## src/rtl/instr_enc_pkg.sv

```systemverilog
// Shared constants for the instruction stream encoder.
// Contents: MIPS opcode and func codes, symbolic record kinds (0-10),
// and the encoder FSM state encoding. The opcode/func values are the
// same ones the pipeline decoder's tables use.
package instr_enc_pkg;

  // Primary opcodes (instr[31:26])
  localparam logic [5:0] OP_R   = 6'b000000;
  localparam logic [5:0] OP_LW  = 6'b100011;
  localparam logic [5:0] OP_SW  = 6'b101011;
  localparam logic [5:0] OP_BEQ = 6'b000100;
  localparam logic [5:0] OP_LUI = 6'b001111;
  localparam logic [5:0] OP_ORI = 6'b001101;
  localparam logic [5:0] OP_JAL = 6'b000011;

  // R-type function codes (instr[5:0])
  localparam logic [5:0] FN_ADD = 6'b100000;
  localparam logic [5:0] FN_SUB = 6'b100010;
  localparam logic [5:0] FN_JR  = 6'b001000;
  localparam logic [5:0] FN_NEW = 6'b111111;

  // Record kinds carried on in_kind; codes 11-15 are illegal.
  typedef enum logic [3:0] {
    K_NOP = 4'd0,
    K_ADD = 4'd1,
    K_SUB = 4'd2,
    K_NEW = 4'd3,
    K_ORI = 4'd4,
    K_LUI = 4'd5,
    K_LW  = 4'd6,
    K_SW  = 4'd7,
    K_BEQ = 4'd8,
    K_JAL = 4'd9,
    K_JR  = 4'd10
  } kind_e;

  typedef enum logic [1:0] {
    S_IDLE  = 2'd0,
    S_WRITE = 2'd1,
    S_FULL  = 2'd2,
    S_DONE  = 2'd3
  } state_e;

  function automatic logic [31:0] pack_r(input logic [4:0] rs, input logic [4:0] rt,
                                         input logic [4:0] rd, input logic [5:0] fn);
    return {OP_R, rs, rt, rd, 5'b00000, fn};
  endfunction

  function automatic logic [31:0] pack_i(input logic [5:0] op, input logic [4:0] rs,
                                         input logic [4:0] rt, input logic [15:0] imm);
    return {op, rs, rt, imm};
  endfunction

endpackage

```

## src/rtl/instr_field_packer.sv

```systemverilog
// Combinational packer: turns one symbolic instruction record into a
// 32-bit MIPS machine word.
// Ports:
//   kind   - record kind (see kind_e); 11-15 are illegal
//   rs/rt/rd, imm16, imm26 - instruction fields; fields the kind does not
//            use are ignored
//   word   - encoded instruction (0 for nop and for illegal kinds)
//   legal  - 1 when kind is one of the eleven defined kinds
module instr_field_packer
  import instr_enc_pkg::*;
(
  input  logic [3:0]  kind,
  input  logic [4:0]  rs,
  input  logic [4:0]  rt,
  input  logic [4:0]  rd,
  input  logic [15:0] imm16,
  input  logic [25:0] imm26,
  output logic [31:0] word,
  output logic        legal
);

  always_comb begin
    word  = 32'h0000_0000;
    legal = 1'b1;
    case (kind)
      K_NOP: word = 32'h0000_0000;
      K_ADD: word = pack_r(rs, rt, rd, FN_ADD);
      K_SUB: word = pack_r(rs, rt, rd, FN_SUB);
      K_NEW: word = pack_r(rs, rt, rd, FN_NEW);
      K_JR:  word = pack_r(rs, 5'd0, 5'd0, FN_JR);
      K_ORI: word = pack_i(OP_ORI, rs, rt, imm16);
      // lui has no source register; rs is forced to zero whatever is supplied
      K_LUI: word = pack_i(OP_LUI, 5'd0, rt, imm16);
      K_LW:  word = pack_i(OP_LW, rs, rt, imm16);
      K_SW:  word = pack_i(OP_SW, rs, rt, imm16);
      K_BEQ: word = pack_i(OP_BEQ, rs, rt, imm16);
      K_JAL: word = {OP_JAL, imm26};
      default: legal = 1'b0;
    endcase
  end

endmodule

```

## src/rtl/instr_stream_encoder.sv

```systemverilog
// Instruction stream encoder: accepts symbolic instruction records over a
// valid/ready handshake, packs them into MIPS words and writes them to
// consecutive instruction-memory words starting at 0.
// Optional feature: define ENC_CHECKSUM_EN to add a running XOR checksum of
// every word written (output checksum).
// Ports:
//   clk, reset           - clock (rising edge), async active-high reset
//   in_valid / in_ready  - record handshake; one record per 2 cycles at most
//   in_kind, in_rs, in_rt, in_rd, in_imm16, in_imm26 - record contents
//   finish               - end of program request
//   im_we, im_addr, im_wdata - IM write port (im_we is a one-cycle strobe)
//   count                - words written so far (saturates at IM_DEPTH)
//   full                 - count == IM_DEPTH
//   done                 - program load finished (terminal until reset)
//   err                  - sticky: an illegal kind was received
//   checksum             - (ENC_CHECKSUM_EN only) XOR of all written words
module instr_stream_encoder
  import instr_enc_pkg::*;
#(
  parameter int IM_DEPTH = 4096,
  parameter int ADDR_W   = 12
) (
  input  logic              clk,
  input  logic              reset,
  input  logic              in_valid,
  output logic              in_ready,
  input  logic [3:0]        in_kind,
  input  logic [4:0]        in_rs,
  input  logic [4:0]        in_rt,
  input  logic [4:0]        in_rd,
  input  logic [15:0]       in_imm16,
  input  logic [25:0]       in_imm26,
  input  logic              finish,
  output logic              im_we,
  output logic [ADDR_W-1:0] im_addr,
  output logic [31:0]       im_wdata,
  output logic [ADDR_W:0]   count,
  output logic              full,
  output logic              done,
`ifdef ENC_CHECKSUM_EN
  output logic              err,
  output logic [31:0]       checksum
`else
  output logic              err
`endif
);

  localparam logic [ADDR_W:0] DEPTH_C = (ADDR_W+1)'(IM_DEPTH);

  state_e          state, state_n;
  logic [31:0]     word;
  logic            legal;
  logic [ADDR_W:0] count_inc;

  instr_field_packer u_packer (
    .kind  (in_kind),
    .rs    (in_rs),
    .rt    (in_rt),
    .rd    (in_rd),
    .imm16 (in_imm16),
    .imm26 (in_imm26),
    .word  (word),
    .legal (legal)
  );

  assign count_inc = count + 1'b1;

  // Outputs decoded straight from state so that an asynchronous reset
  // removes the write strobe without waiting for a clock edge.
  assign in_ready = (state == S_IDLE);
  assign im_we    = (state == S_WRITE);
  assign done     = (state == S_DONE);
  assign full     = (count == DEPTH_C);

  always_ff @(posedge clk or posedge reset) begin
    if (reset) state <= S_IDLE;
    else       state <= state_n;
  end

  always_comb begin
    state_n = state;
    case (state)
      S_IDLE: begin
        // A record wins over finish; an illegal record is consumed in place.
        if (in_valid) begin
          if (legal) state_n = S_WRITE;
        end else if (finish) begin
          state_n = S_DONE;
        end
      end
      S_WRITE: state_n = (count_inc == DEPTH_C) ? S_FULL : S_IDLE;
      S_FULL:  if (finish) state_n = S_DONE;
      S_DONE:  state_n = S_DONE;
      default: state_n = S_IDLE;
    endcase
  end

  always_ff @(posedge clk or posedge reset) begin
    if (reset) begin
      im_addr  <= '0;
      im_wdata <= '0;
      count    <= '0;
      err      <= 1'b0;
`ifdef ENC_CHECKSUM_EN
      checksum <= '0;
`endif
    end else begin
      if (state == S_IDLE && in_valid) begin
        if (legal) begin
          im_wdata <= word;
          im_addr  <= count[ADDR_W-1:0];
        end else begin
          err <= 1'b1;
        end
      end
      if (state == S_WRITE) begin
        count <= count_inc;
`ifdef ENC_CHECKSUM_EN
        checksum <= checksum ^ im_wdata;
`endif
      end
    end
  end

endmodule

```

## config.mk

```make
export PLATFORM = sky130hd
export DESIGN_NAME = instr_stream_encoder
export DESIGN_NICKNAME = d
export VERILOG_FILES = /design/src/rtl/instr_enc_pkg.sv /design/src/rtl/instr_field_packer.sv /design/src/rtl/instr_stream_encoder.sv
export SDC_FILE = /design/constraint.sdc
export NUM_CORES = 1
export LEC_CHECK = 0
export ABC_CLOCK_PERIOD_IN_PS = 1700
export BUFFER_PORTS_ARGS = -buffer_cell sky130_fd_sc_hd__buf_2
export CAP_MARGIN = 20
export CORE_ASPECT_RATIO = 0.75
export CORE_UTILIZATION = 44
export DETAILED_ROUTE_END_ITERATION = 12
export PLACE_DENSITY = 0.79
export SLEW_MARGIN = 20
export SYNTH_ARGS = -nofsm -noshare
export SYNTH_HDL_FRONTEND = slang
export SYNTH_SLANG_ARGS = --single-unit
```

## constraint.sdc

```tcl
create_clock -name clk -period 1.7 [get_ports clk]
set_input_delay 0.085 -clock clk [delete_from_list [all_inputs] [get_ports clk]]
set_output_delay 0.085 -clock clk [all_outputs]
set_load 0.01 [all_outputs]
```

### Yosys cells after proc, flatten, opt, wreduce, memory -nomap -nowiden

Cells that the tools add are included.

* input port bits: 65
* output and inout bits: 62
* flip-flop bits (word level): 60

* multiplexer cells: 7
* eq/ne operators: 16
* $add $sub $neg: 1
* reduce and logical (&&, ||, !) cells: 6
* bitwise logic cells: 1

Operator list (count)
* 32-bit one-hot mux with 10 select lines: 1
* 13-bit equality test (second input constant): 2
* 4-bit by 3-bit equality test with 1-bit output (second input constant): 4
* 13-bit by 1-bit adder with 13-bit output (second input constant): 1
* 4-bit equality test (second input constant): 3
* 11-bit OR reduction: 1
* 4-bit by 2-bit equality test with 1-bit output (second input constant): 2
* 2-bit two-way mux: 4
* 2-bit one-hot mux with 4 select lines: 1
* 2-bit equality test (second input constant): 2
* 4-bit by 1-bit equality test with 1-bit output (second input constant): 1
* 4-bit logical NOT: 1
* 2-bit AND reduction: 2
* 3-bit by 2-bit != test with 1-bit output (second input constant): 1
* 2-bit by 1-bit equality test with 1-bit output (second input constant): 1
* 2-bit logical NOT: 1
* 1-bit logical AND: 1
* 1-bit two-way mux: 1
* 1-bit inverter: 1

### Longest topological paths before layout

* word-level depth: 6
* gate-level depth with buffers: 7
* gate-level depth less buffers: 6

### Modules after synthesis

A second synthesis with hierarchy kept.

* cells, all modules: 287
* area total of the unflattened synthesis: 3274.4 µm²

By module, submodules not included
* instr_stream_encoder: instances 1, cells each 187, area an instance 2557.5 µm²
* instr_field_packer: instances 1, cells each 100, area an instance 716.9 µm²

### Worst setup path after synthesis

No wires, ideal clock.

* path kind: reg2out
* start point: register count[10]
* end point: output full
* stages on the path, launching flop included: 4
* path buffers: 1
* arrival time: 1.614 ns
* required time: 1.615 ns
* slack: 0.001 ns
* cell sequence: dfrtp_1 -> clkbuf_1 -> or4b_2 -> nor4_1

* word-level cells in the longest chain between the ends: 1

RTL lines
* from (decl): RTL line instr_stream_encoder.sv:37 `output logic [ADDR_W:0] count,`
* from (signal assigned): RTL line instr_stream_encoder.sv:117 `count <= count_inc;`
* 13-bit equality test: RTL line instr_stream_encoder.sv:73 `assign full = (count == DEPTH_C);`
* to (decl): RTL line instr_stream_encoder.sv:38 `output logic full,`

Every way passes these cells.

### Worst setup path after layout

* start point: register count[0]
* end point: output full

Same word-level chain as after synthesis.

==> flow_metrics.env <==
export IMPL_worst_slew_pin_slew_ns=0.5966
export IMPL_viasPerCell=5.338
export IMPL_netlist_area_mm2=0.003238
export IMPL_vias=3107
export IMPL_p_leak_nw=2.344
export IMPL_power_internal_mw=3.759
export IMPL_grt_pass1_vias=2979
export IMPL_ios=127
export IMPL_setup_viol=1
export IMPL_yosys_warnings=0
export IMPL_wire_per_inst_um=15.67
export IMPL_synth_yosys_seq_area_share=0.4560
export IMPL_die_x_um=101.1
export IMPL_num_rows=26
export IMPL_worst_setup_path_type="reg -> out"
export IMPL_ys_types=48
export IMPL_synth_edf_count=0
export IMPL_clock_skew_final_ns=0.008369
export IMPL_p_sw_mw=1.795
export IMPL_fillers=598
export IMPL_ys_flop_type="dfrtp_1"
export IMPL_swShare=0.3231
export IMPL_drtPass1Iterations=5
export IMPL_place_inst=560
export IMPL_power_total_mw=5.554
export IMPL_ctsHtreeMaxLevel=3
export IMPL_cts_made_buffers=9
export IMPL_pwr_share_comb=0.342
export IMPL_gr_usage_all_layers=0.2408
export IMPL_routed_wl_um=9122
export IMPL_synthArstFlopShare=1.000
export IMPL_clockPowerShare=0.282
export IMPL_cts_tree="built"
export IMPL_syn_to_final_growth_pct=37.64
export IMPL_hold_viol=0
export IMPL_holdWs_ns=0.02532
export IMPL_violations="setup timing"
export IMPL_synth_area_per_cell_um2=9.783
export IMPL_insertion_delay_ns=0.34
export IMPL_cts_sinks=59
export IMPL_layout_drive_gt1_share=0.4421
export IMPL_status="finished with violations"
export IMPL_critPathLaunchType="flop"
export IMPL_crit_path_end_kind="primary output"
export IMPL_gp_congestion=0.8906
export IMPL_ys_seq_elements=59
export IMPL_clk_pin_slew_ns=0.07
export IMPL_worstPathRequired_ns=1.62
export IMPL_slew_headroom=0.6005
export IMPL_p_per_area_mw_per_mm2=1246
export IMPL_synthCells=331
export IMPL_hold_path_class="in -> reg"
export IMPL_drv_cap=0
export IMPL_antenna_found_initial=0
export IMPL_start_util=0.4651
export IMPL_rrSetupSlack_ns=0.01
export IMPL_vdd_ir_drop_max_mv=0.5944
export IMPL_grt_pass1_wl_um=14580
export IMPL_fin_ws_ns=-0.09871
export IMPL_final_nets=546
export IMPL_syn_nets=398
export IMPL_clk_path_buf_depth=2
export IMPL_fin_crit_sh=1.058
export IMPL_postRouteAntennaNets=0
export IMPL_finalNonFillerCells=582
export IMPL_clock_fmax_mhz=556.0
export IMPL_fp_dieH_um=76.30
export IMPL_grt_ovfl_total=0
export IMPL_slew_viol_final=0
export IMPL_seqPwrFrac=0.376
export IMPL_path_max_fanout=2
export IMPL_rsz0062_at_grt="yes"
export IMPL_die_area_mm2=0.007710
export IMPL_diodes=0
export IMPL_coreArea_mm2=0.006962
export IMPL_dp_hpwl_um=6481
export IMPL_drc_errors=0
export IMPL_cts_root_buf="clkbuf_8"
export IMPL_fin_crit_ns=1.799
export IMPL_totalNegativeSetupSlack_ns=-0.09871
export IMPL_port_buffers=125
export IMPL_drt_iter0_drc=177
export IMPL_grt_max_degree=60
export IMPL_cp_arrival_ns=1.71
[kinds of logic after synthesis]
group | after synthesis | synth area share
AO/OA/AOI/OAI | 111 | 0.2384
XOR/XNOR | 14 | 0.03787
adder cells (fa/ha/maj) | 2 | 0.007727
buffers and inverters | 33 | 0.04366
flip-flops | 59 | 0.4560
multiplexers | 24 | 0.07960
other | 1 | 0.001158
AND/OR/NAND/NOR | 87 | 0.1356
[metrics by stage]
step | worst slack [ns] | area [um^2] | utilization
after global routing | -0.1570 | 4457 | 0.6402
after detailed placement | 0.004375 | 4116 | 0.5913
after global placement | 0.05080 | 4116 | 0.5913
final | -0.09871 | 4457 | 0.6402
after floorplan | 0.0005066 | 3238 | -
after CTS | -0.1932 | 4412 | 0.6337
[final cells by class]
class / instances / area [um^2] / share of cell area
Clock inverter: 6 / 113.9 / 0.02555
Inverter: 9 / 33.78 / 0.007580
Clock buffer: 10 / 127.6 / 0.02864
Timing Repair Buffer: 161 / 910.9 / 0.2044
Tap cell: 98 / 122.6 / 0.02751
Sequential cell: 59 / 1476 / 0.3313
Multi-Input combinational cell: 239 / 1672 / 0.3751
[path summary, 6_finish.rpt]
kind                         startpoint  cells past startpoint      endpoint
min                              finish                      3      state[0]
max reg2reg                    count[6]                      5      state[1]
max                            count[0]                      5          full
min reg2reg                im_wdata[28]                      2  im_wdata[28]
min in group asynchronous         reset                      4   im_wdata[7]
max in group asynchronous         reset                      4   im_wdata[2]
[per-layer routing]
metal  wire length (um)  GRT usage
met4                121    0.07391
met3                468    0.04587
met2               4287     0.3741
met1               4245     0.3388
met5                  0          0
[Yosys cell counts (3+ instances only)]
cell,instances,area share
a21o_1,9,0.021
a21oi_1,7,0.011
a22o_1,31,0.084
a22oi_1,12,0.028
and3_1,3,0.0058
buf_2,10,0.015
clkbuf_1,11,0.013
dfrtp_1,59,0.46
inv_1,8,0.0093
mux2_2,14,0.049
mux2i_1,10,0.031
nand2_1,39,0.045
nand2b_1,3,0.0058
nand4_1,6,0.012
nor2_1,9,0.010
nor2b_1,10,0.019
nor3_1,4,0.0062
o21ai_0,40,0.062
xnor2_1,8,0.022
xor2_1,6,0.016
[power by group through the flow]
stage | combinational [mW] | sequential [mW] | clock (mW)
2_1_floorplan | 0.729 | 2.29 | 0
3_3_place_gp | 1.71 | 2.09 | 0
3_5_place_dp | 1.76 | 2.10 | 0
4_1_cts | 1.85 | 2.08 | 1.60
5_1_grt | 2.07 | 2.14 | 1.65
6_report | 1.90 | 2.09 | 1.57
[cells in the final DEF (no fill, tap or decap), drive strengths merged, types with 2 or more instances in the layout]
| cell | count |
|---|---|
| a22o | 31 |
| a21o | 9 |
| nand2b | 3 |
| inv | 9 |
| o21bai | 2 |
| nand2 | 39 |
| and2 | 2 |
| a22oi | 12 |
| mux2 | 14 |
| dfrtp | 59 |
| xor2 | 6 |
| clkinvlp | 2 |
| buf | 160 |
| clkbuf | 10 |
| nor2 | 10 |
| nor3 | 4 |
| xnor2 | 8 |
| nand4 | 6 |
| and3 | 4 |
| bufinv | 3 |
| o21ai | 42 |
| ha | 2 |
| nand3 | 3 |
| mux2i | 10 |
| a21oi | 8 |
| nor2b | 11 |
| nor4 | 2 |
[timing repair]
action	CTS	global route
buffers inserted	4	1
hold buffers	1	0
pin swaps	1	1
gates resized for setup	6	8
endpoints found under the hold margin	59	0
endpoints found under the setup margin	1	3
[worst max-delay path, cell delays in order (launching register included)]
cell and delay (ns):
dfrtp_1 0.39, inv_2 0.08, ha_4 0.12, or4b_4 0.46, nor4_2 0.15, buf_2 0.17
[flip-flops by register name (all words and copies together), names as in the netlist]
name      count
im_wdata     31
count        13
im_addr      12
state         2
err           1
(Power assumes the default switching activity.)
